[src/rtl/clk_activity_monitor_pkg.sv]
// Shared types and defaults for the clock activity monitor.
// State encoding plus default counter width and stuck timeout.
package clk_activity_monitor_pkg;

    typedef enum logic [1:0] {
        IDLE    = 2'd0,
        ACQUIRE = 2'd1,
        MEASURE = 2'd2
    } state_t;

    localparam int DEF_CNT_W   = 12;
    localparam int DEF_TIMEOUT = 4000;

endpackage

[src/rtl/clk_activity_monitor_sync.sv]
// Brings the monitored clock into the CLK domain.
// Two synchronizer flops plus a history flop for rising-edge detect.
module clk_activity_monitor_sync (
    input  logic clk,
    input  logic rst_n,
    input  logic d,
    output logic s2,
    output logic rise
);

    logic s1;
    logic s3;

    // Synchronizer chain and edge history
    always_ff @(posedge clk or negedge rst_n) begin
        if (!rst_n) begin
            s1 <= 1'b0;
            s2 <= 1'b0;
            s3 <= 1'b0;
        end else begin
            s1 <= d;
            s2 <= s1;
            s3 <= s2;
        end
    end

    assign rise = s2 & ~s3;

endmodule

[src/rtl/clk_activity_monitor.sv]
// Measures the period of I_MON in CLK cycles, flags out-of-window and stuck clocks.
// Define CLK_ACTIVITY_MONITOR_DUTY_EN to also measure the high time on HIGH_T.
module clk_activity_monitor
    import clk_activity_monitor_pkg::*;
#(
    parameter int CNT_W   = DEF_CNT_W,
    parameter int TIMEOUT = DEF_TIMEOUT
) (
    input  logic             CLK,
    input  logic             RN,
    input  logic             EN,
    input  logic             I_MON,
    input  logic [CNT_W-1:0] PER_MIN,
    input  logic [CNT_W-1:0] PER_MAX,
    output logic [CNT_W-1:0] PERIOD,
    output logic [CNT_W-1:0] HIGH_T,
    output logic             VALID,
    output logic             ERR_FAST,
    output logic             ERR_SLOW,
    output logic             STUCK
);

    localparam logic [CNT_W-1:0] CNT_MAX = '1;
    localparam logic [CNT_W-1:0] CNT_ONE = CNT_W'(1);
    localparam logic [CNT_W-1:0] TO      = CNT_W'(TIMEOUT);

    logic             s2;
    logic             rise;
    state_t           state,    state_n;
    logic [CNT_W-1:0] cnt,      cnt_n;
    logic [CNT_W-1:0] tcnt,     tcnt_n;
    logic [CNT_W-1:0] period_q, period_n;
    logic             valid_q,  valid_n;
    logic             fast_q,   fast_n;
    logic             slow_q,   slow_n;
    logic             stuck_q,  stuck_n;
    logic [CNT_W-1:0] tcnt_inc;

`ifdef CLK_ACTIVITY_MONITOR_DUTY_EN
    logic [CNT_W-1:0] hcnt,   hcnt_n;
    logic [CNT_W-1:0] high_q, high_n;
`else
    logic unused_s2;
    assign unused_s2 = s2;
`endif

    clk_activity_monitor_sync u_sync (
        .clk   (CLK),
        .rst_n (RN),
        .d     (I_MON),
        .s2    (s2),
        .rise  (rise)
    );

    assign tcnt_inc = tcnt + 1'b1;

    // Next state, counters and output values
    always_comb begin
        state_n  = state;
        cnt_n    = cnt;
        tcnt_n   = tcnt;
        period_n = period_q;
        valid_n  = 1'b0;
        fast_n   = fast_q;
        slow_n   = slow_q;
        stuck_n  = stuck_q;
`ifdef CLK_ACTIVITY_MONITOR_DUTY_EN
        hcnt_n   = hcnt;
        high_n   = high_q;
`endif
        if (!EN) begin
            state_n  = IDLE;
            cnt_n    = '0;
            tcnt_n   = '0;
            period_n = '0;
            fast_n   = 1'b0;
            slow_n   = 1'b0;
            stuck_n  = 1'b0;
`ifdef CLK_ACTIVITY_MONITOR_DUTY_EN
            hcnt_n   = '0;
            high_n   = '0;
`endif
        end else begin
            unique case (state)
                IDLE: begin
                    state_n = ACQUIRE;
                    cnt_n   = '0;
                    tcnt_n  = '0;
                end
                ACQUIRE: begin
                    if (rise) begin
                        state_n = MEASURE;
                        cnt_n   = CNT_ONE;
                        tcnt_n  = '0;
                        stuck_n = 1'b0;
`ifdef CLK_ACTIVITY_MONITOR_DUTY_EN
                        hcnt_n  = '0;
`endif
                    end else if (tcnt_inc == TO) begin
                        stuck_n = 1'b1;
                        tcnt_n  = '0;
                    end else begin
                        tcnt_n  = tcnt_inc;
                    end
                end
                MEASURE: begin
                    if (rise) begin
                        period_n = cnt;
                        fast_n   = (cnt < PER_MIN);
                        slow_n   = (cnt > PER_MAX);
                        valid_n  = 1'b1;
                        cnt_n    = CNT_ONE;
`ifdef CLK_ACTIVITY_MONITOR_DUTY_EN
                        high_n   = hcnt;
                        hcnt_n   = '0;
`endif
                    end else if (cnt == TO) begin
                        stuck_n = 1'b1;
                        state_n = ACQUIRE;
                        cnt_n   = '0;
                        tcnt_n  = '0;
`ifdef CLK_ACTIVITY_MONITOR_DUTY_EN
                        hcnt_n  = '0;
`endif
                    end else begin
                        if (cnt != CNT_MAX) cnt_n = cnt + 1'b1;
`ifdef CLK_ACTIVITY_MONITOR_DUTY_EN
                        if (s2 && hcnt != CNT_MAX) hcnt_n = hcnt + 1'b1;
`endif
                    end
                end
                default: state_n = IDLE;
            endcase
        end
    end

    // State and registered outputs
    always_ff @(posedge CLK or negedge RN) begin
        if (!RN) begin
            state    <= IDLE;
            cnt      <= '0;
            tcnt     <= '0;
            period_q <= '0;
            valid_q  <= 1'b0;
            fast_q   <= 1'b0;
            slow_q   <= 1'b0;
            stuck_q  <= 1'b0;
`ifdef CLK_ACTIVITY_MONITOR_DUTY_EN
            hcnt     <= '0;
            high_q   <= '0;
`endif
        end else begin
            state    <= state_n;
            cnt      <= cnt_n;
            tcnt     <= tcnt_n;
            period_q <= period_n;
            valid_q  <= valid_n;
            fast_q   <= fast_n;
            slow_q   <= slow_n;
            stuck_q  <= stuck_n;
`ifdef CLK_ACTIVITY_MONITOR_DUTY_EN
            hcnt     <= hcnt_n;
            high_q   <= high_n;
`endif
        end
    end

    assign PERIOD   = period_q;
    assign VALID    = valid_q;
    assign ERR_FAST = fast_q;
    assign ERR_SLOW = slow_q;
    assign STUCK    = stuck_q;
`ifdef CLK_ACTIVITY_MONITOR_DUTY_EN
    assign HIGH_T   = high_q;
`else
    assign HIGH_T   = '0;
`endif

endmodule

[config.mk]
export PLATFORM = sky130hd
export DESIGN_NAME = clk_activity_monitor
export DESIGN_NICKNAME = d
export VERILOG_FILES = /design/src/rtl/clk_activity_monitor_pkg.sv /design/src/rtl/clk_activity_monitor_sync.sv /design/src/rtl/clk_activity_monitor.sv
export SDC_FILE = /design/constraint.sdc
export NUM_CORES = 1
export LEC_CHECK = 0
export ABC_AREA = 1
export BUFFER_PORTS_ARGS = -buffer_cell sky130_fd_sc_hd__buf_2
export CORE_MARGIN = 8
export CORE_UTILIZATION = 55
export CTS_CLUSTER_SIZE = 24
export DETAILED_ROUTE_END_ITERATION = 12
export PLACE_DENSITY_LB_ADDON = 0.08
export SETUP_SLACK_MARGIN = 0.4
export SKIP_CTS_REPAIR_TIMING = 1
export SYNTH_ARGS = -nofsm -noshare
export SYNTH_HDL_FRONTEND = slang
export SYNTH_HIERARCHICAL = 1
export SYNTH_SLANG_ARGS = --single-unit
[constraint.sdc]
create_clock -name CLK -period 4.1 [get_ports CLK]
set_input_delay 0.615 -clock CLK [delete_from_list [all_inputs] [get_ports CLK]]
set_output_delay 0.615 -clock CLK [all_outputs]
set_load 0.02 [all_outputs]
# Word-level counts from Yosys, hierarchy flattened
# Index checks and enable logic that the tools add are counted.
[op_classes] n_addsub=2 order_cmp=2 n_eq_ne=14 n_mux=35 n_bitwise=2 n_reduce_logical=6
[op_table] operator="two-way mux 12 bit" count=13
[op_table] operator="one-hot mux 12 bit (3 select lines)" count=2
[op_table] operator="adder 12 x 1 -> 12 bit, second input constant" count=2
[op_table] operator="equality test 12 bit, second input constant" count=2
[op_table] operator="two-way mux 1 bit" count=14
[op_table] operator="greater-than comparator 12 bit" count=1
[op_table] operator="< comparator 12 bit" count=1
[op_table] operator="inequality test 12 bit, second input constant" count=1
[op_table] operator="inequality test 3 bit, second input constant" count=3
[op_table] operator="AND reduction 3 bit" count=3
[op_table] operator="two-way mux 2 bit" count=4
[op_table] operator="one-hot mux 2 bit (3 select lines)" count=1
[op_table] operator="inequality test 5 bit, second input constant" count=1
[op_table] operator="inequality test 2 x 1 -> 1 bit, second input constant" count=2
[op_table] operator="inequality test 4 x 1 -> 1 bit, second input constant" count=1
[op_table] operator="inequality test 4 bit, second input constant" count=1
[op_table] operator="AND reduction 4 bit" count=1
[op_table] operator="inequality test 3 x 1 -> 1 bit, second input constant" count=1
[op_table] operator="equality test 2 x 1 -> 1 bit, second input constant" count=1
[op_table] operator="equality test 2 bit, second input constant" count=1
[op_table] operator="logical NOT 2 bit" count=1
[op_table] operator="one-hot mux 1 bit (2 select lines)" count=1
[op_table] operator="AND reduction 2 bit" count=1
[op_table] operator="bitwise AND 1 bit" count=1
[op_table] operator="NOT 1 bit" count=1
[totals] ff_bits=45 input_bits=28 output_inout_bits=28 elab_cells=72

# Longest topological paths before layout
# Gate-level depths: netlist of the first run.
[depth] depth_word=6 depth_mapped=13 depth_no_buf=13

# Hierarchy
# Netlist of the first run, hierarchy kept.
[modules_own_cells] mod="clk_activity_monitor" instances=1 cells_per_inst=412 area_each_um2=3080.5 seq_area_each_um2=1051.0
[modules_own_cells] mod="clk_activity_monitor_sync" instances=1 cells_per_inst=5 area_each_um2=85.1 seq_area_each_um2=75.1

# Least setup slack after synthesis of the first run
# Ideal clock, no wire load.
[synth_path] path_kind="input -> register" from="in EN" to="reg cnt[5]" setup_ps=113 arrival_time_ps=1648 required_ps=3987 path_slack_ps=2339 cell_stages=10 n_path_buf=1 path_cell_list="buf_4 > nand2_1 > nor2_1 > nor2_1 > nand2_4 > inv_2 > nand2_1 > nand2_1 > nand2_1 > inv_1"
[synth_between] elab_chain_len=2 elab_cells_between_ends=5
[synth_lines] element="start: declaration" line_no="clk_activity_monitor.sv:11" rtl="input logic EN,"
[synth_lines] element="inequality test 5 bit (no source line), or another cell as far along"
[synth_lines] element="AND reduction 3 bit (no source line)"
[synth_lines] element="end signal: assignment" line_no="clk_activity_monitor.sv:154" rtl="cnt <= cnt_n;"
[synth_lines] element="end: declaration" line_no="clk_activity_monitor.sv:30" rtl="logic [CNT_W-1:0] cnt, cnt_n;"
# Several ways; a longest one is shown, not always the timed one.
# A chain may end at the register's enable or synchronous reset.

# Worst setup path in the final report of the first run
[layout_path] from="reg u_sync.s3" to="reg period_q[6] (netlist: PERIOD[6])"
[layout_between] elab_chain_len=4
[layout_lines] element="start: declaration" line_no="clk_activity_monitor_sync.sv:12" rtl="logic s3;"
[layout_lines] element="start signal: assignment" line_no="clk_activity_monitor_sync.sv:19" rtl="s3 <= 1'b0;"
[layout_lines] element="start signal: assignment" line_no="clk_activity_monitor_sync.sv:23" rtl="s3 <= s2;"
[layout_lines] element="NOT 1 bit" line_no="clk_activity_monitor_sync.sv:27" rtl="assign rise = s2 & ~s3;"
[layout_lines] element="bitwise AND 1 bit" line_no="clk_activity_monitor_sync.sv:27"
[layout_lines] element="net rise" line_no="clk_activity_monitor.sv:28" rtl="logic rise;"
[layout_lines] element="inequality test 2 x 1 -> 1 bit (no source line)"
[layout_lines] element="AND reduction 2 bit (no source line)"
[layout_lines] element="end signal: assignment" line_no="clk_activity_monitor.sv:156" rtl="period_q <= period_n;"
[layout_lines] element="end: declaration" line_no="clk_activity_monitor.sv:32" rtl="logic [CNT_W-1:0] period_q, period_n;"
# The timed path passes the listed nets, and every way through them passes these cells.

==> results.py, run 1 <==
metrics = {
    "timing": {
        "setup_tns_ns": 0,
        "finalSetupViolCount": 0,
        "worstMarginPinSlew_ns": 0.987,
        "timing.final.ws_setup_ns": 2.07,
        "max_freq_ghz": 0.492,
        "final.period_utilization": 0.496,
        "rsz0062_at_grt": "no",
        "fin_skew_ns": 0.00786,
        "final_hold_viol_count": 0,
        "slew_violations": 0,
        "fin_hold_ws_ns": 0.358,
        "fin_crit_ns": 2.03,
        "slew_headroom": 0.342,
    },
    "placed_design": {
        "io_buffers": 43,
        "pre_cts_slack_ns": 1.89,
        "hpwl_um": 5400,
        "place_congestion": 0.877,
    },
    "synthesis": {
        "synthMuxAreaShare": 0,
        "synth_area_um2": 3170,
        "seq_area_frac_synth": 0.356,
        "netlist_instances": 417,
        "synth_fa_ha_area_frac": 0.119,
        "synth_compound_area_frac": 0.109,
        "avgSynthCellArea_um2": 7.59,
        "synth_top_family_by_area": "simple AND/OR/NAND/NOR gates",
        "synth_enable_flop_cells": 0,
        "synth-xor-area-share": 0.0166,
        "yosysWarningCount": 6,
        "postSynth.asyncResetShare": 1.00,
        "synth_top_area_frac": 0.356,
        "synth-main-ff-cell": "dfrtp_1",
        "synth_top_cell_by_area": "dfrtp_1",
        "synth_area_leaders": "dfrtp_1 (36%), ha_1 (12%), nand2_1 (12%), inv_1 (7.5%), nand3_1 (5.5%)",
        "ys_types": 36,
        "yosys.area_share.simple": 0.276,
        "ys_ff_latch": 45,
    },
    "worst_hold_path": {
        "holdCritPathClass": "reg2reg",
        "hold_path_end": "u_sync/s2",
        "whs_path_depth": 0,
        "hold_start": "u_sync/s1",
    },
    "clock_network": {
        "clock_sinks": 45,
        "cts_buffers": 5,
        "h-tree-depth": 2,
        "cts-root-buf": "clkbuf_8",
        "clock_tree.buffer_depth": 2,
        "clk_latency_ns": 0.29,
        "cts.clk_slew.worst_paths_ns": 0.08,
        "tritoncts": "done",
    },
    "worst_setup_path": {
        "required_ns": 4.30,
        "cp-start-kind": "flop",
        "r2r_start": "u_sync/s3",
        "cp_max_fo": 16,
        "ff2ff_setup_slack_ns": 2.07,
        "slowest_stage": "nand2_1",
        "worstRegToRegCells": 5,
        "critical_path.max_stage_delay_ns": 0.44,
        "endpoint_kind": "flop",
        "cp_data_arrival_time_ns": 2.24,
        "r2r_end": "PERIOD[6]",
        "crit_type": "reg2reg",
        "cp_cell_sequence": "nor2_2 -> nand2_1 -> nor2_2 -> inv_1 -> o21ai_0",
        "critPathMostFrequentCell": "nor2_2",
    },
    "route": {
        "drt_wl_total_um": 6870,
        "first_iter_violations": 157,
        "dr.pass1.iters": 4,
        "route.detailed.vias_per_inst": 5.09,
        "num_vias": 2712,
        "drc": 0,
        "drt-wirelength-per-cell_um": 12.9,
        "drtAntennaViolNets": 0,
    },
    "power": {
        "power_leakage_uw": 0.00184,
        "pwr_density_cell_nw_per_um2": 332,
        "peakVddDrop_mv": 0.284,
        "finalPower_uw": 1160,
    },
    "global_route": {
        "antenna_found_initial": 0,
        "grt_pass1_vias": 2483,
        "grt_pass1_wl_um": 11600,
        "grt_use_met3": 0.0391,
        "overflow": 0,
        "grt_use_met2": 0.250,
        "grt_max_degree": 46,
        "met1_usage": 0.233,
        "track_usage": 0.166,
        "top_usage_layer": "met2",
    },
    "floorplanning": {
        "die_h_um": 91.9,
        "ios": 56,
        "initial_utilization": 0.571,
        "die_w_um": 91.9,
        "fp-row-count": 27,
        "die-area_um2": 8440,
        "core_um2": 5540,
    },
    "run_status": {
        "status": "complete, no violations",
    },
    "final_layout": {
        "fill_cells": 496,
        "final_nets": 518,
        "area_delta_synth_final_pct": 10.5,
        "drive_gt1_frac": 0.165,
        "antenna_cells": 0,
    },
    "flow_run": {
        "maxCapViolCount": 0,
    },
}
==> layer usage <==
| metal | share of wire | vias up | wire length, um |
|---|---|---|---|
| met5 | 0 | - | 0 |
| met4 | 0.0057 | 0 | 39 |
| met3 | 0.075 | 5 | 517 |
| met2 | 0.43 | 78 | 2980 |
| met1 | 0.48 | 1221 | 3330 |
| li1 | - | 1408 | - |
==> layout by cell type, fill, tap and decap left out, types with 3 or more instances in the layout <==
master	count
a21oi_1	17
buf_2	43
clkbuf_8	6
conb_1	12
dfrtp_1	45
ha_1	30
inv_1	63
inv_2	3
nand2_1	98
nand2_2	4
nand2_4	3
nand3_1	35
nand3_2	3
nand4_1	5
nor2_1	21
nor2_2	6
nor3_1	5
nor3_2	3
o21ai_0	27
o21ai_1	8
o22ai_1	4
xor2_1	5
==> layout make-up <==
class	instances	area, um2	share of cell area
Clock buffer	7	86.3	0.0247
Clock inverter	1	30.0	0.00858
Inverter	67	256	0.0733
Multi-Input combinational cell	298	1690	0.484
Sequential cell	45	1130	0.322
Tap cell	72	90.1	0.0258
Timing Repair Buffer	43	215	0.0615
==> where the power goes <==
part / internal (uW) / switching, uW
registers: 468 / 22.0
clock network: 199 / 143
logic: 99.9 / 228
total: 767 / 393
==> metrics by stage <==
| step | cells | util | instance area [um2] |
|---|---|---|---|
| 6_report | 533 | 0.631 | 3500 |
| 5_1_grt | 533 | 0.631 | 3500 |
| 4_1_cts | 533 | 0.631 | 3500 |
| 3_5_place_dp | 525 | 0.610 | 3380 |
| 3_3_place_gp | 525 | 0.610 | 3380 |
| 2_1_floorplan | 428 | - | 3210 |
==> synthesized netlist by cell type, types with 6 or more instances <==
cell / count
nor2_1: 21
ha_1: 30
inv_1: 63
o21ai_0: 27
a21oi_1: 17
dfrtp_1: 45
o21ai_1: 8
nand2_1: 98
nand3_1: 35
buf_4: 13
nor2_2: 6
==> registers in the layout, indices dropped and copies added (netlist names) <==
signal     flops
PERIOD        12
cnt           12
tcnt          12
state          2
ERR_FAST       1
ERR_SLOW       1
STUCK          1
VALID          1
u_sync/s1      1
u_sync/s2      1
u_sync/s3      1
==> cell families (layout without fill, tap and decap cells) <==
logic type / Yosys count / after routing
flops: 45 / 45
other cells: 1 / 12
xor+xnor: 6 / 6
fa+ha+maj: 30 / 30
buf+inv: 85 / 118
simple gates: 188 / 188
compound gates: 62 / 62
==> critical path, delay by kind of cell (launching register included) <==
kind	cells	cell delay [ns]
DFF	1	0.38
AOI/OAI and AO/OA	1	0.22
buffers and inverters	1	0.21
and+or+nand+nor	3	1.15
==> how the worst max path moves through the flow <==
stage / end / slack (ns) / cells after the start / start
2_1_floorplan: cnt[5] / 2.34 / 10 / EN
3_3_place_gp: cnt[8] / 2.01 / 10 / EN
3_5_place_dp: cnt[5] / 1.89 / 10 / EN
4_1_cts: PERIOD[0] / 2.05 / 5 / u_sync/s3
5_1_grt: PERIOD[0] / 1.79 / 6 / u_sync/s2
6_report: PERIOD[6] / 2.07 / 5 / u_sync/s3
Note: power is estimated with default switching activity, not from simulation.
==> run 2, diff against run 1 <==
clock period = 2.1 ns   (was 4.1 ns; I/O delays follow)
==> run 2 against run 1 <==
  * Utilization up 9.7 points
  * Clock power up 94%
  * Combinational power increased to 3.1 times the previous value
  * Fmax increased by 12%
  * Flip-flop and latch count did not move
  * Power is 130% higher
  * Final cell count rose by 5.4%
  * Critical path type unchanged
  * Critical endpoint is now STUCK
  * Largest cell class unchanged
==> results.py, run 2 (same netlist as run 1, synthesis figures left out) <==
metrics = {
    "timing": {
        "slew_headroom": 0.509,
        "fin_skew_ns": 0.00921,
        "final.period_utilization": 0.861,
        "setup_tns_ns": 0,
        "fin_crit_ns": 1.81,
        "finalSetupViolCount": 0,
        "max_freq_ghz": 0.553,
        "rsz0062_at_grt": "yes",
        "final_hold_viol_count": 0,
        "slew_violations": 0,
        "worstMarginPinSlew_ns": 0.737,
    },
    "global_route": {
        "antenna_found_initial": 0,
        "grt_max_degree": 33,
        "grt_pass1_wl_um": 12000,
        "grt_pass1_vias": 2559,
        "overflow": 0,
        "track_usage": 0.174,
    },
    "worst_setup_path": {
        "critical_path.max_stage_delay_ns": 0.43,
        "required_ns": 2.30,
        "slowest_stage": "dfrtp_1",
        "critPathMostFrequentCell": "nand2_1",
        "cp_max_fo": 6,
        "endpoint_kind": "flop",
        "cp-startpoint": "tcnt[0]",
        "crit_type": "reg2reg",
        "crit_family": "simple AND/OR/NAND/NOR gates",
        "cp_cell_sequence": "ha_4 -> nand2_2 -> inv_1 -> nand2_1 -> nand2_1 -> nand3_2 -> nor3_2 -> nand2_2 -> nand2_4 -> nand2_2 -> nand2_1 -> nand2_1",
        "r2r_start": "tcnt[0]",
        "crit_buf_inv": 1,
        "worstSetupPathDepth": 12,
        "cp-start-kind": "flop",
        "cp_data_arrival_time_ns": 2.01,
        "worstRegToRegCells": 12,
    },
    "placed_design": {
        "place_area_um2": 3440,
        "place_congestion": 0.912,
        "hpwl_um": 5770,
        "io_buffers": 43,
    },
    "route": {
        "drt-wirelength-per-cell_um": 15.0,
        "drc": 0,
        "route.detailed.vias_per_inst": 5.39,
        "drt_wl_total_um": 8460,
        "first_iter_violations": 193,
        "drtAntennaViolNets": 0,
        "dr.pass1.iters": 5,
        "num_vias": 3028,
    },
    "clock_network": {
        "clk_latency_ns": 0.31,
        "cts_buffers": 5,
        "tritoncts": "done",
        "cts.clk_slew.worst_paths_ns": 0.09,
        "clock_tree.buffer_depth": 2,
        "cts-root-buf": "clkbuf_8",
        "h-tree-depth": 2,
        "clock_sinks": 45,
    },
    "worst_hold_path": {
        "holdCritPathClass": "in2async",
    },
    "flow_run": {
        "maxCapViolCount": 0,
    },
    "power": {
        "pwr_density_cell_nw_per_um2": 658,
        "power_leakage_uw": 0.00204,
        "peakVddDrop_mv": 0.612,
    },
    "final_layout": {
        "fin_area_um2": 4040,
        "area_delta_synth_final_pct": 27.5,
        "final_nets": 547,
        "antenna_cells": 0,
        "final_cell_mix": "nand2_1 (86), inv_1 (56), buf_2 (43), dfrtp_1 (34), nand3_1 (29)",
        "final_common_cell": "nand2_1",
        "fill_cells": 406,
        "drive_gt1_frac": 0.335,
    },
    "floorplanning": {
        "ios": 56,
        "initial_utilization": 0.571,
        "fp-row-count": 27,
        "core_um2": 5540,
        "die-area_um2": 8440,
        "die_h_um": 91.9,
        "die_w_um": 91.9,
    },
    "run_status": {
        "status": "complete, no violations",
    },
}
-- run 2: changes by cell type in the layout (fill, tap and decap cells not counted), sizes merged --
| cell | delta |
|---|---|
| buf | +24 |
| clkbuf | -1 |
| clkinv | +1 |
| inv | +3 |
| nand2 | +2 |
-- run 2: final timing paths --
path / endpoint / slack (ns)
setup / recovery: STUCK / 0.29
min in group CLK: u_sync/s1 / 0.11
setup reg to reg: STUCK / 0.29
hold / removal: PERIOD[10] / 0.07
max in group asynchronous: cnt[10] / 1.40
hold reg to reg: u_sync/s2 / 0.36
-- run 2: metrics by stage --
step / utilization / setup slack [ns] / total power (uW) / hold slack, ns / std cells
finish: 0.729 / 0.292 / 2660 / 0.0675 / 562
global route: 0.729 / 0.158 / 2790 / 0.0994 / 562
CTS: 0.641 / 0.139 / 2330 / 0.0715 / 541
detailed placement: 0.621 / 0.171 / 1660 / 0.340 / 533
global placement: 0.621 / 0.209 / 1640 / 0.333 / 533
floorplan: - / 0.409 / 1480 / 0.0194 / 428
-- run 2: layout make-up --
class	instances	area (um2)	share of cell area
Tap cell	72	90.1	0.0223
Timing Repair Buffer	67	423	0.105
Inverter	67	274	0.0679
Clock inverter	2	38.8	0.00961
Sequential cell	45	1140	0.282
Timing Repair inverter	3	23.8	0.00589
Multi-Input combinational cell	300	1970	0.489
Clock buffer	6	72.6	0.0180
-- run 2: power breakdown --
part / switching [uW] / leakage (uW) / internal, uW / total, uW
Clock: 306 / 0.0000554 / 357 / 663
Sequential: 43.9 / 0.000599 / 915 / 959
Combinational: 675 / 0.00138 / 360 / 1030
Total: 1020 / 0.00204 / 1630 / 2660
-- run 2: per-layer routing --
metal | vias up | GRT usage | share of wire | wire length [um]
li1 | 1474 | - | - | -
met1 | 1448 | 0.233 | 0.45 | 3770
met2 | 101 | 0.271 | 0.47 | 3990
met3 | 5 | 0.0399 | 0.073 | 614
met4 | 0 | 0.0564 | 0.0092 | 78
met5 | - | 0 | 0 | 0
==> run 3, diff against run 2 <==
CAP_MARGIN = 0   (was default)
SETUP_SLACK_MARGIN = default   (was 0.4)
==> run 3 against run 2 <==
  * Final cell count is 3.9% lower
  * First-iteration DRC count did not move
  * Design area decreased by 13%
  * Setup slack worse by 0.097 ns
  * Clock power shrank 21%
  * Critical path depth down 2
  * Non-clock buffer count shrank 17
  * Clock-buffer cell count is 2 higher
  * Flip-flop and latch count unchanged
  * Utilization shrank 9.4 points
  * Via count is 9.0% lower
  * Fmax is 5.1% lower
  * Critical path type unchanged
==> results.py, run 3 (same netlist as run 1, synthesis figures left out) <==
metrics = {
    "global_route": {
        "grt_max_degree": 32,
        "grt_pass1_vias": 2487,
        "antenna_found_initial": 0,
        "track_usage": 0.173,
        "grt_use_met3": 0.0399,
        "met1_usage": 0.247,
        "overflow": 0,
        "grt_use_met2": 0.254,
        "grt_pass1_wl_um": 11900,
        "top_usage_layer": "met2",
    },
    "route": {
        "drc": 0,
        "dr.pass1.iters": 4,
        "route.detailed.vias_per_inst": 5.10,
        "first_iter_violations": 193,
        "drt_wl_total_um": 7150,
        "drtAntennaViolNets": 0,
        "drt-wirelength-per-cell_um": 13.2,
        "num_vias": 2756,
    },
    "floorplanning": {
        "die_w_um": 91.9,
        "die-area_um2": 8440,
        "ios": 56,
        "initial_utilization": 0.571,
        "core_um2": 5540,
        "fp-row-count": 27,
        "die_h_um": 91.9,
    },
    "final_layout": {
        "final_nets": 525,
        "final_cell_mix": "nand2_1 (98), inv_1 (63), dfrtp_1 (45), buf_2 (43), nand3_1 (35)",
        "final_util": 0.634,
        "antenna_cells": 0,
        "final_common_cell": "nand2_1",
        "final_cells": 540,
        "area_delta_synth_final_pct": 11.0,
        "drive_gt1_frac": 0.173,
    },
    "clock_network": {
        "cts-root-buf": "clkbuf_8",
        "clock_sinks": 45,
        "h-tree-depth": 2,
        "clk_latency_ns": 0.30,
        "cts.clk_slew.worst_paths_ns": 0.09,
        "clock_tree.buffer_depth": 2,
        "tritoncts": "done",
        "cts_buffers": 5,
    },
    "placed_design": {
        "io_buffers": 43,
        "place_congestion": 0.903,
        "dp.cells": 532,
        "hpwl_um": 5620,
    },
    "worst_setup_path": {
        "required_ns": 2.32,
        "endpoint_kind": "flop",
        "worstRegToRegCells": 10,
        "ff2ff_setup_slack_ns": 0.20,
        "cp-start-kind": "flop",
        "cp_max_fo": 17,
        "r2r_start": "cnt[1]",
        "cp_data_arrival_time_ns": 2.12,
        "r2r_end": "tcnt[0]",
        "crit_type": "reg2reg",
    },
    "power": {
        "power_leakage_uw": 0.00186,
        "peakVddDrop_mv": 0.543,
        "pwr_density_cell_nw_per_um2": 612,
        "finalPower_uw": 2150,
    },
    "timing": {
        "rsz0062_at_grt": "no",
        "slew_headroom": 0.545,
        "final_hold_viol_count": 0,
        "fin_crit_ns": 1.90,
        "max_freq_ghz": 0.525,
        "finalSetupViolCount": 0,
        "fin_hold_ws_ns": 0.0409,
        "slew_violations": 0,
        "worstMarginPinSlew_ns": 0.683,
        "setup_tns_ns": 0,
        "final.period_utilization": 0.907,
        "fin_skew_ns": 0.00802,
    },
    "flow_run": {
        "maxCapViolCount": 0,
    },
    "run_status": {
        "status": "complete, no violations",
    },
    "worst_hold_path": {
        "holdCritPathClass": "in2async",
    },
}
-- run 3: worst max-delay path by stage --
stage                start        to  slack, ns  cells after the start
floorplan           cnt[0]  tcnt[10]       0.40                     11
global placement    cnt[1]   tcnt[1]       0.24                     10
detailed placement  cnt[1]   tcnt[0]       0.21                     10
CTS                 cnt[1]   tcnt[0]       0.19                     10
global route        cnt[1]   tcnt[0]       0.01                     10
finish              cnt[1]   tcnt[0]       0.20                     10
-- run 3: final cells by class --
type                            instances  area (um2)
Inverter                               67         256
Tap cell                               72        90.1
Multi-Input combinational cell        298        1690
Sequential cell                        45        1130
Clock buffer                            8        80.1
Fill cell                             527        2030
Timing Repair Buffer                   50         268
-- run 3: worst max-delay path: stages, from the launching register on --
cell and delay, ns:
dfrtp_1 0.44, inv_1 0.14, ha_1 0.16, inv_1 0.04
nor3_1 0.20, nand3_2 0.18, o21bai_4 0.19, nand2_4 0.11
clkinv_4 0.14, nand2_1 0.06, o21ai_0 0.16
-- run 3: layer usage --
metal,wire [um],up-vias
met3,534,0
met1,3400,1262
li1,-,1430
met5,0,-
met4,0,0
met2,3210,64
-- run 3: through the flow --
step | setup slack [ns] | instance area (um2)
2_1_floorplan | 0.397 | 3210
3_3_place_gp | 0.237 | 3430
3_5_place_dp | 0.213 | 3430
4_1_cts | 0.192 | 3510
5_1_grt | 0.0135 | 3510
6_report | 0.195 | 3510
-- run 3: report_power, final --
group | internal [uW] | total (uW) | switching [uW]
clock | 237 | 522 | 285
combinational | 222 | 683 | 460
sequential | 914 | 946 | 31.1
